**src/rtl/matrix_mac_engine.sv**
```systemverilog
// matrix_mac_engine
//   DIM x DIM signed integer matrix multiply, C = A*B or C = C + A*B, using a
//   single time-multiplexed registered MAC. Operands stream in (A row-major,
//   then B row-major) over a valid/ready port; C streams out row-major over a
//   valid/ready port. C persists between operations until reset or a
//   non-accumulate run replaces it.
// Ports
//   clk, rst_n          clock, synchronous active-low reset
//   start, accumulate   begin operation (sampled in IDLE), accumulate mode
//   in_valid/in_ready   operand handshake, in_data = DATA_W operand word
//   out_valid/out_ready result handshake, out_data = ACC_W C element
//   out_last            marks C[DIM-1][DIM-1]
//   busy                engine not idle
//   done                one-cycle pulse after the final result handshake
module matrix_mac_engine #(
  parameter int DIM    = 2,
  parameter int DATA_W = 32,
  parameter int ACC_W  = 2*DATA_W + $clog2(DIM)
) (
  input  logic              clk,
  input  logic              rst_n,
  input  logic              start,
  input  logic              accumulate,
  input  logic              in_valid,
  output logic              in_ready,
  input  logic [DATA_W-1:0] in_data,
  output logic              out_valid,
  input  logic              out_ready,
  output logic [ACC_W-1:0]  out_data,
  output logic              out_last,
  output logic              busy,
  output logic              done
);

  localparam int N2 = DIM*DIM;
  localparam int IW = $clog2(DIM);
  localparam int AW = $clog2(N2);
  localparam int LW = $clog2(2*N2);

  typedef enum logic [1:0] {
    S_IDLE,
    S_LOAD,
    S_COMPUTE,
    S_DRAIN
  } state_t;

  state_t state, state_d;

  logic signed [DATA_W-1:0] a_mem [N2];
  logic signed [DATA_W-1:0] b_mem [N2];
  logic signed [ACC_W-1:0]  c_mem [N2];

  logic          acc_mode;
  logic [LW-1:0] load_cnt;
  logic [IW-1:0] ci, cj, ck;
  logic [AW-1:0] drain_idx;
  logic          done_q;

  logic          in_fire, load_last, mac_last, drain_last, out_fire;
  logic [AW-1:0] a_idx, b_idx, c_idx;

  logic signed [2*DATA_W-1:0] a_ext, b_ext, prod;
  logic signed [ACC_W-1:0]    base, mac_sum;

  assign in_fire    = (state == S_LOAD) && in_valid;
  assign out_fire   = (state == S_DRAIN) && out_ready;
  assign load_last  = (load_cnt == LW'(2*N2-1));
  assign drain_last = (drain_idx == AW'(N2-1));
  assign mac_last   = (ci == IW'(DIM-1)) && (cj == IW'(DIM-1)) && (ck == IW'(DIM-1));
  assign busy       = (state != S_IDLE);
  assign done       = done_q;

  // MAC datapath: loop order i (ci) outer, j (cj) middle, k (ck) inner
  always_comb begin
    a_idx = AW'(int'(ci)*DIM + int'(ck));
    b_idx = AW'(int'(ck)*DIM + int'(cj));
    c_idx = AW'(int'(ci)*DIM + int'(cj));
    // operands widened first so the product keeps all 2*DATA_W bits
    a_ext   = (2*DATA_W)'(a_mem[a_idx]);
    b_ext   = (2*DATA_W)'(b_mem[b_idx]);
    prod    = a_ext * b_ext;
    base    = (ck == '0 && !acc_mode) ? '0 : c_mem[c_idx];
    mac_sum = base + ACC_W'(prod);
  end

  // next-state and outputs
  always_comb begin
    state_d   = state;
    in_ready  = 1'b0;
    out_valid = 1'b0;
    out_last  = 1'b0;
    out_data  = '0;
    case (state)
      S_IDLE: begin
        if (start) state_d = S_LOAD;
      end
      S_LOAD: begin
        in_ready = 1'b1;
        if (in_valid && load_last) state_d = S_COMPUTE;
      end
      S_COMPUTE: begin
        if (mac_last) state_d = S_DRAIN;
      end
      S_DRAIN: begin
        out_valid = 1'b1;
        out_data  = c_mem[drain_idx];
        out_last  = drain_last;
        if (out_ready && drain_last) state_d = S_IDLE;
      end
      default: state_d = S_IDLE;
    endcase
  end

  always_ff @(posedge clk) begin
    if (!rst_n) state <= S_IDLE;
    else        state <= state_d;
  end

  // operand storage needs no reset: every run reloads all words
  always_ff @(posedge clk) begin
    if (in_fire) begin
      if (load_cnt < LW'(N2)) a_mem[load_cnt[AW-1:0]] <= in_data;
      else                    b_mem[AW'(load_cnt - LW'(N2))] <= in_data;
    end
  end

  always_ff @(posedge clk) begin
    if (!rst_n) begin
      acc_mode  <= 1'b0;
      load_cnt  <= '0;
      ci        <= '0;
      cj        <= '0;
      ck        <= '0;
      drain_idx <= '0;
      done_q    <= 1'b0;
      c_mem     <= '{default: '0};
    end else begin
      done_q <= out_fire && drain_last;

      if (state == S_IDLE && start) begin
        acc_mode <= accumulate;
        load_cnt <= '0;
      end

      if (in_fire) begin
        load_cnt <= load_cnt + 1'b1;
        if (load_last) begin
          ci <= '0;
          cj <= '0;
          ck <= '0;
        end
      end

      if (state == S_COMPUTE) begin
        c_mem[c_idx] <= mac_sum;
        if (ck == IW'(DIM-1)) begin
          ck <= '0;
          if (cj == IW'(DIM-1)) begin
            cj <= '0;
            ci <= ci + 1'b1;
          end else begin
            cj <= cj + 1'b1;
          end
        end else begin
          ck <= ck + 1'b1;
        end
        if (mac_last) drain_idx <= '0;
      end

      if (out_fire) drain_idx <= drain_idx + 1'b1;
    end
  end

endmodule

```
**config.mk**
```make
export PLATFORM = sky130hd
export DESIGN_NAME = matrix_mac_engine
export DESIGN_NICKNAME = d
export VERILOG_FILES = /design/src/rtl/matrix_mac_engine.sv
export SDC_FILE = /design/constraint.sdc
export NUM_CORES = 2
export LEC_CHECK = 0
export ABC_CLOCK_PERIOD_IN_PS = 13700
export BUFFER_PORTS_ARGS = -buffer_cell sky130_fd_sc_hd__buf_2
export CAP_MARGIN = 20
export CORE_ASPECT_RATIO = 0.75
export CORE_UTILIZATION = 40
export DETAILED_ROUTE_END_ITERATION = 6
export PLACE_DENSITY_LB_ADDON = 0.3
export SLEW_MARGIN = 40
export SYNTH_ARGS = -nofsm -noshare
export SYNTH_HDL_FRONTEND = slang
export SYNTH_SLANG_ARGS = --single-unit
```
**constraint.sdc**
```tcl
create_clock -name clk -period 13.7 [get_ports clk]
set_input_delay 0.685 -clock clk [delete_from_list [all_inputs] [get_ports clk]]
set_output_delay 0.685 -clock clk [all_outputs]
set_load 0.02 [all_outputs]
```
After elaboration in Yosys (flattened, before gate mapping) --
Memory sizes are Yosys's and may differ from the RTL's. Index checks and enable logic that the tools add are counted.
Storage, ports and cells: flip-flop bits (word level) 272, output and inout port bits 70, input port bits 38, memories kept 2, word-level logic and storage cells 106, RAM bits 256
Operators by class: bitwise logic cells 3, equal/unequal tests 9, add/sub/neg operators 10, muxes and demuxes 44, reduce and logical (&&, ||, !) cells 21, multipliers 1, magnitude comparators 4
Memories:
- a_mem | words 4, width 32, read ports 1, clocked after Yosys merged registers in 0, write ports 1, RTL line 49 | logic signed [DATA_W-1:0] a_mem [N2];
- b_mem | words 4, width 32, read ports 1, clocked after Yosys merged registers in 0, write ports 1, RTL line 50 | logic signed [DATA_W-1:0] b_mem [N2];
Operators with widths (count):
- $mux W65 | 7
- $bmux W65 S2 | 2
- $bwmux W260 | 1
- $demux W65 S2 | 1
- $add A65 B64 Y65 | 1
- $mul A32 B32 Y64 | 1
- $mux W1 | 23
- $mux W2 | 7
- $reduce_bool A2 Y1 | 6
- $logic_and A1 B1 Y1 | 10
- $pmux W2 S4 | 1
- $add A2 B1 Y2 | 3
- $eq A2 B2 Y1 const B | 3
- $ge A3 B3 Y1 const B | 2
- $mux W3 | 2
- $not A2 Y3 | 2
- $ne A2 B1 Y1 const B | 2
- $ne A2 B2 Y1 const B | 2
- $reduce_and A2 Y1 | 2
- $reduce_and A4 Y1 | 1
- $add A1 B1 Y1 const B | 3
- $add A3 B1 Y3 const B | 1
- $eq A3 B3 Y1 const B | 1
- $lt A3 B1 Y1 const B | 1
- other kinds (7) | 7

Depth between registers and ports, before layout --
depth in word-level cells 8, mapped depth 35, depth with buffers taken out 29

Worst setup path after synthesis --
No wires, ideal clock.
kind register to register, from register ck, to register c_mem[192] (netlist name), period minus slack after synthesis 10.893 ns, library setup time 0.095 ns, cell stages (with the launch flop) 28, setup slack 2.807 ns, data arrival time 10.798 ns, buffers on the path 5, required time 13.605 ns, cell sequence dfxtp_1 -> clkbuf_1 -> clkbuf_1 -> clkbuf_1 -> clkbuf_1 -> o21ai_1 -> nor2_1 -> fa_1 -> fa_1 -> fa_1 -> inv_1 -> fa_1 -> inv_1 -> fa_1 -> fa_1 -> fa_1 -> inv_1 -> fa_1 -> inv_1 -> ha_1 -> and2_1 -> and3_1 -> buf_1 -> nand4_1 -> a2111oi_4 -> o221ai_2 -> o31a_1 -> o311ai_1
On the way: cells in the longest elaborated chain, start to end 5, elaborated cells between the ends (all ways) 10, classes of those cells add/sub (3); mul (1); mux (2); bitwise (1); reduce/logical (1); memory (2)
RTL lines:
- start, declared | RTL line 55 | logic [IW-1:0] ci, cj, ck;
- start signal, assigned | RTL line 165 | ck <= ck + 1'b1;
- $add A2 B1 Y2 (tied with other cells) | RTL line 75 | a_idx = AW'(int'(ci)*DIM + int'(ck));
- $mem_v2 Z4 W32 (tied with other cells)
- $mul A32 B32 Y64 or $mux W65 (tied branches) | RTL line 81, 82
- $add A65 B64 Y65 * | RTL line 83 | mac_sum = base + ACC_W'(prod);
- $bwmux W260 * | RTL line 155 | c_mem[c_idx] <= mac_sum;
- end signal, assigned by index | RTL line 155
- end, declared | RTL line 51 | logic signed [ACC_W-1:0] c_mem [N2];
Every way passes the cells marked *; elsewhere a longest branch is shown, timed or not. A chain may end at the register's enable or synchronous reset.

Final worst setup path --
from register ci, to register c_mem[183] (netlist name)
On the way: cells in the longest elaborated chain, start to end 8, elaborated cells between the ends (all ways) 16, classes of those cells add/sub (3); mul (1); order compare (2); mux (7); bitwise (1); reduce/logical (1); memory (1)
RTL lines:
- start, declared | RTL line 55
- start signal, assigned | RTL line 160 | ci <= ci + 1'b1;
- branches (longest 7 deep; another with $add A65 B64 Y65)
- $bwmux W260 * | RTL line 155
Mark *: on every way between the ends. The select of a mux whose other input is x is not followed.

==> results.md <==
- Share of cells above drive strength 1: 9.203%
- Largest net degree at the start of global routing: 133
- Worst path max stage delay: 0.79 ns
- Hold Startpoint: accumulate
- Fin worst setup slack: 2.840 ns
- First-pass GRT wire length: 294,100 microns
- Worst-path fanout max: 38
- Drt pass-1 iters: 6
- Slew Limit Fails: 0
- Slew margin rel.: 40.19%
- Core Region: 157,800 sq um
- Cell with the most instances after synthesis: inv_1
- Clock tree from TritonCTS: done
- Filler cells: 15,140
- Asr flop ratio synth: 0%
- Critical Path AT: 11.39 ns
- Clock-pin slew on the worst setup and hold paths: 0.07 ns
- Hold Path Stages: 3
- Synth cell types: 75
- FF-to-FF End: c_mem[183]$_SDFFE_PN0P_
- Placement Setup Slack: 3.109 ns
- Fin crit share: 79.27%
- Initial antenna violation count: 11
- Synthesized cell area: 63,810 sq um
- Worst hold endpoint: acc_mode$_SDFFE_PN0P_
- DRC: 0
- Synth Register Bits: 528
- Final setup TNS: 0 ns
- Overall global routing resource usage: 24.14%
- Synthesized area per cell: 9.846 sq um
- I/O Pins: 108
- Bufs and invs on worst path: 6
- Hold crit path type: input port to register
- Die X: 463.2 microns
- Synth Flop Type: dfxtp_1
- CTS Root Cell: clkbuf_16
- Clock sinks: 528
- NumNets Final: 7,910
- Status: finished clean
- Num rows: 126
- Area Overhead vs Synth: 7.755%
- I/O Buffers: 107
- Final wirelength: 192,300 microns
- Vias in the first global route: 47,420
- Routed WL per cell: 22.42 microns
- Clk buf depth: 3
- Top cell type's share of synthesized area: 38.34%
- Cell taking the most area after synthesis: fa_1
- Vias per cell: 5.360
- Worst r2r path cells: 27
- Synth Area in Adders: 42.87%
- Upper clock frequency limit: 92.08 MHz
- Setup violators final: 0
- Gate Count Post-Synth: 6,481
- H-Tree Depth: 2
- Largest family of logic cells by synthesized area: adder cells
- RSZ-0062 raised after global routing: no
- CP startpoint kind: register
- Synth warn: 0
- Syn nets: 7,972
- XOR/XNOR share of the synthesized area: 0.8647%
- Iter 0 DRT Violations: 3,971
- Post-synthesis compound-gate area fraction: 6.312%
- Die H: 347.9 microns
- Final RePlAce weighted congestion: 0.9787
- Crit end category: register
- RR Startpoint: ci$_SDFF_PN0_
- CP most frequent cell: fa_1
- Setup slack, reg-to-reg: 2.84 ns
- Number of flops mapped to enable cells by yosys: 256
- Fin. Hold Viols: 0
- CP top delay family: adder cells
- Seq/Total Area, Yosys: 20.58%
- Hpwl dp: 147,000 microns
- Clk Latency, worst-skew pair: 0.67 ns
- GR Overflow Total: 0
- CTS Buf Count: 54
- Post-CTS resize count: 0
- Critical path class: register to register
- Worst clock skew: 0.04710 ns
- Most common library cells after synthesis: inv_1 (1,316), fa_1 (1,222), nand2_1 (931)
- Critical Path RT: 14.23 ns
- Final min period: 10.86 ns
- Initial Utilization: 40.44%
- Mux cell area share after synthesis: 6.872%
- Synth Area in Simple Gates: 12.70%
- Area contributors post-synth: fa_1 (38%), edfxtp_1 (12%), dfxtp_1 (8.5%)
- Worst-margin pin slew: 0.8971 ns
- Max Cap Violations: 0
- Max stage delay cell, worst path: dfxtp_4
- DIE AREA: 161,100 sq um
- Fin Hold WS: 0.2704 ns
- Via count: 45,990
- Buffer count from post-CTS setup fixing: 0
- Antenna Violating Nets Remaining: 0
- Post-CTS Hold Buffers: 0
- Critical Path Stages: 27
[layout by cell type (no fill, tap or decap), types with 11 or more instances in the layout]
master	instances
a211oi_1	15
a21boi_0	120
a21o_1	24
a21oi_1	125
a31oi_1	12
and2_1	191
and3_1	12
buf_2	106
buf_4	117
clkbuf_16	54
clkinv_1	12
clkinv_2	11
dfxtp_1	267
edfxtp_1	256
fa_1	1221
ha_1	230
inv_1	1314
mux2_2	57
mux2i_1	59
mux4_2	139
nand2_1	931
nand2b_1	23
nand3_1	100
nand4_1	20
nor2_1	556
nor3_1	21
o211ai_1	14
o21a_1	44
o21ai_0	89
o21ai_1	31
o21ai_2	23
o21bai_1	12
o31ai_1	11
xnor2_1	44
xor2_1	19
[how the worst max path moves through the flow]
| stage | end | startpoint |
|---|---|---|
| final | c_mem[183]$_SDFFE_PN0P_ | ci$_SDFF_PN0_ |
| after global routing | c_mem[183]$_SDFFE_PN0P_ | ci$_SDFF_PN0_ |
| after CTS | c_mem[183]$_SDFFE_PN0P_ | cj$_SDFF_PN0_ |
| after detailed placement | c_mem[183]$_SDFFE_PN0P_ | cj$_SDFF_PN0_ |
| after global placement | c_mem[190]$_SDFFE_PN0P_ | ci$_SDFF_PN0_ |
| after floorplan | c_mem[192]$_SDFFE_PN0P_ | ck$_SDFFE_PN0P_ |
[registers in the layout, indices dropped and copies added, names as in the netlist]
signal,cells
c_mem,260
a_mem,128
b_mem,128
load_cnt,3
drain_idx,2
state,2
acc_mode,1
ci,1
cj,1
ck,1
done,1
[worst min-delay path, stage by stage]
cell,delay (ns)
buf_2,0.10
nand3_1,0.05
a21boi_0,0.06
[logic make-up (layout without fill, tap and decap cells)]
kind of cell / after synthesis / count (layout)
XOR/XNOR: 63 / 63
AND/OR/NAND/NOR: 1909 / 1909
flip-flops: 528 / 528
adder cells (fa/ha/maj): 1453 / 1453
buffers and inverters: 1664 / 1648
AO/OA/AOI/OAI: 608 / 608
multiplexers: 256 / 256
other: 0 / 3
[through the flow]
step,cells,cell area [sq um],utilization (%)
finish,8580,68760,43.57
global route,8577,68750,43.57
CTS,8576,68720,43.55
detailed placement,8474,66900,42.39
global placement,8474,66790,42.32
floorplan,6481,63810,-
[routing by layer]
| layer | track usage [%] | vias up | share of wire (%) |
|---|---|---|---|
| met5 | 0 | - | 0 |
| met4 | 6.767 | 0 | 3.1 |
| met3 | 5.270 | 303 | 9.4 |
| met2 | 38.03 | 1905 | 46 |
| met1 | 33.48 | 23950 | 41 |
| li1 | - | 19830 | - |
[cell type report]
class                           count  area, sq um  area share, %
Multi-Input combinational cell   4289        44710          65.02
Sequential cell                   528        13150          19.13
Inverter                         1317         4943          7.189
Tap cell                         2112         2643          3.843
Timing Repair Buffer              229         1489          2.165
Clock buffer                       66         1426          2.074
Clock inverter                     36        395.4         0.5750
Antenna cell                        3        7.507        0.01092
Power is left out: the tool's default activity adds up to more than one toggle a clock period on the data nets, which glitch-free logic cannot reach.
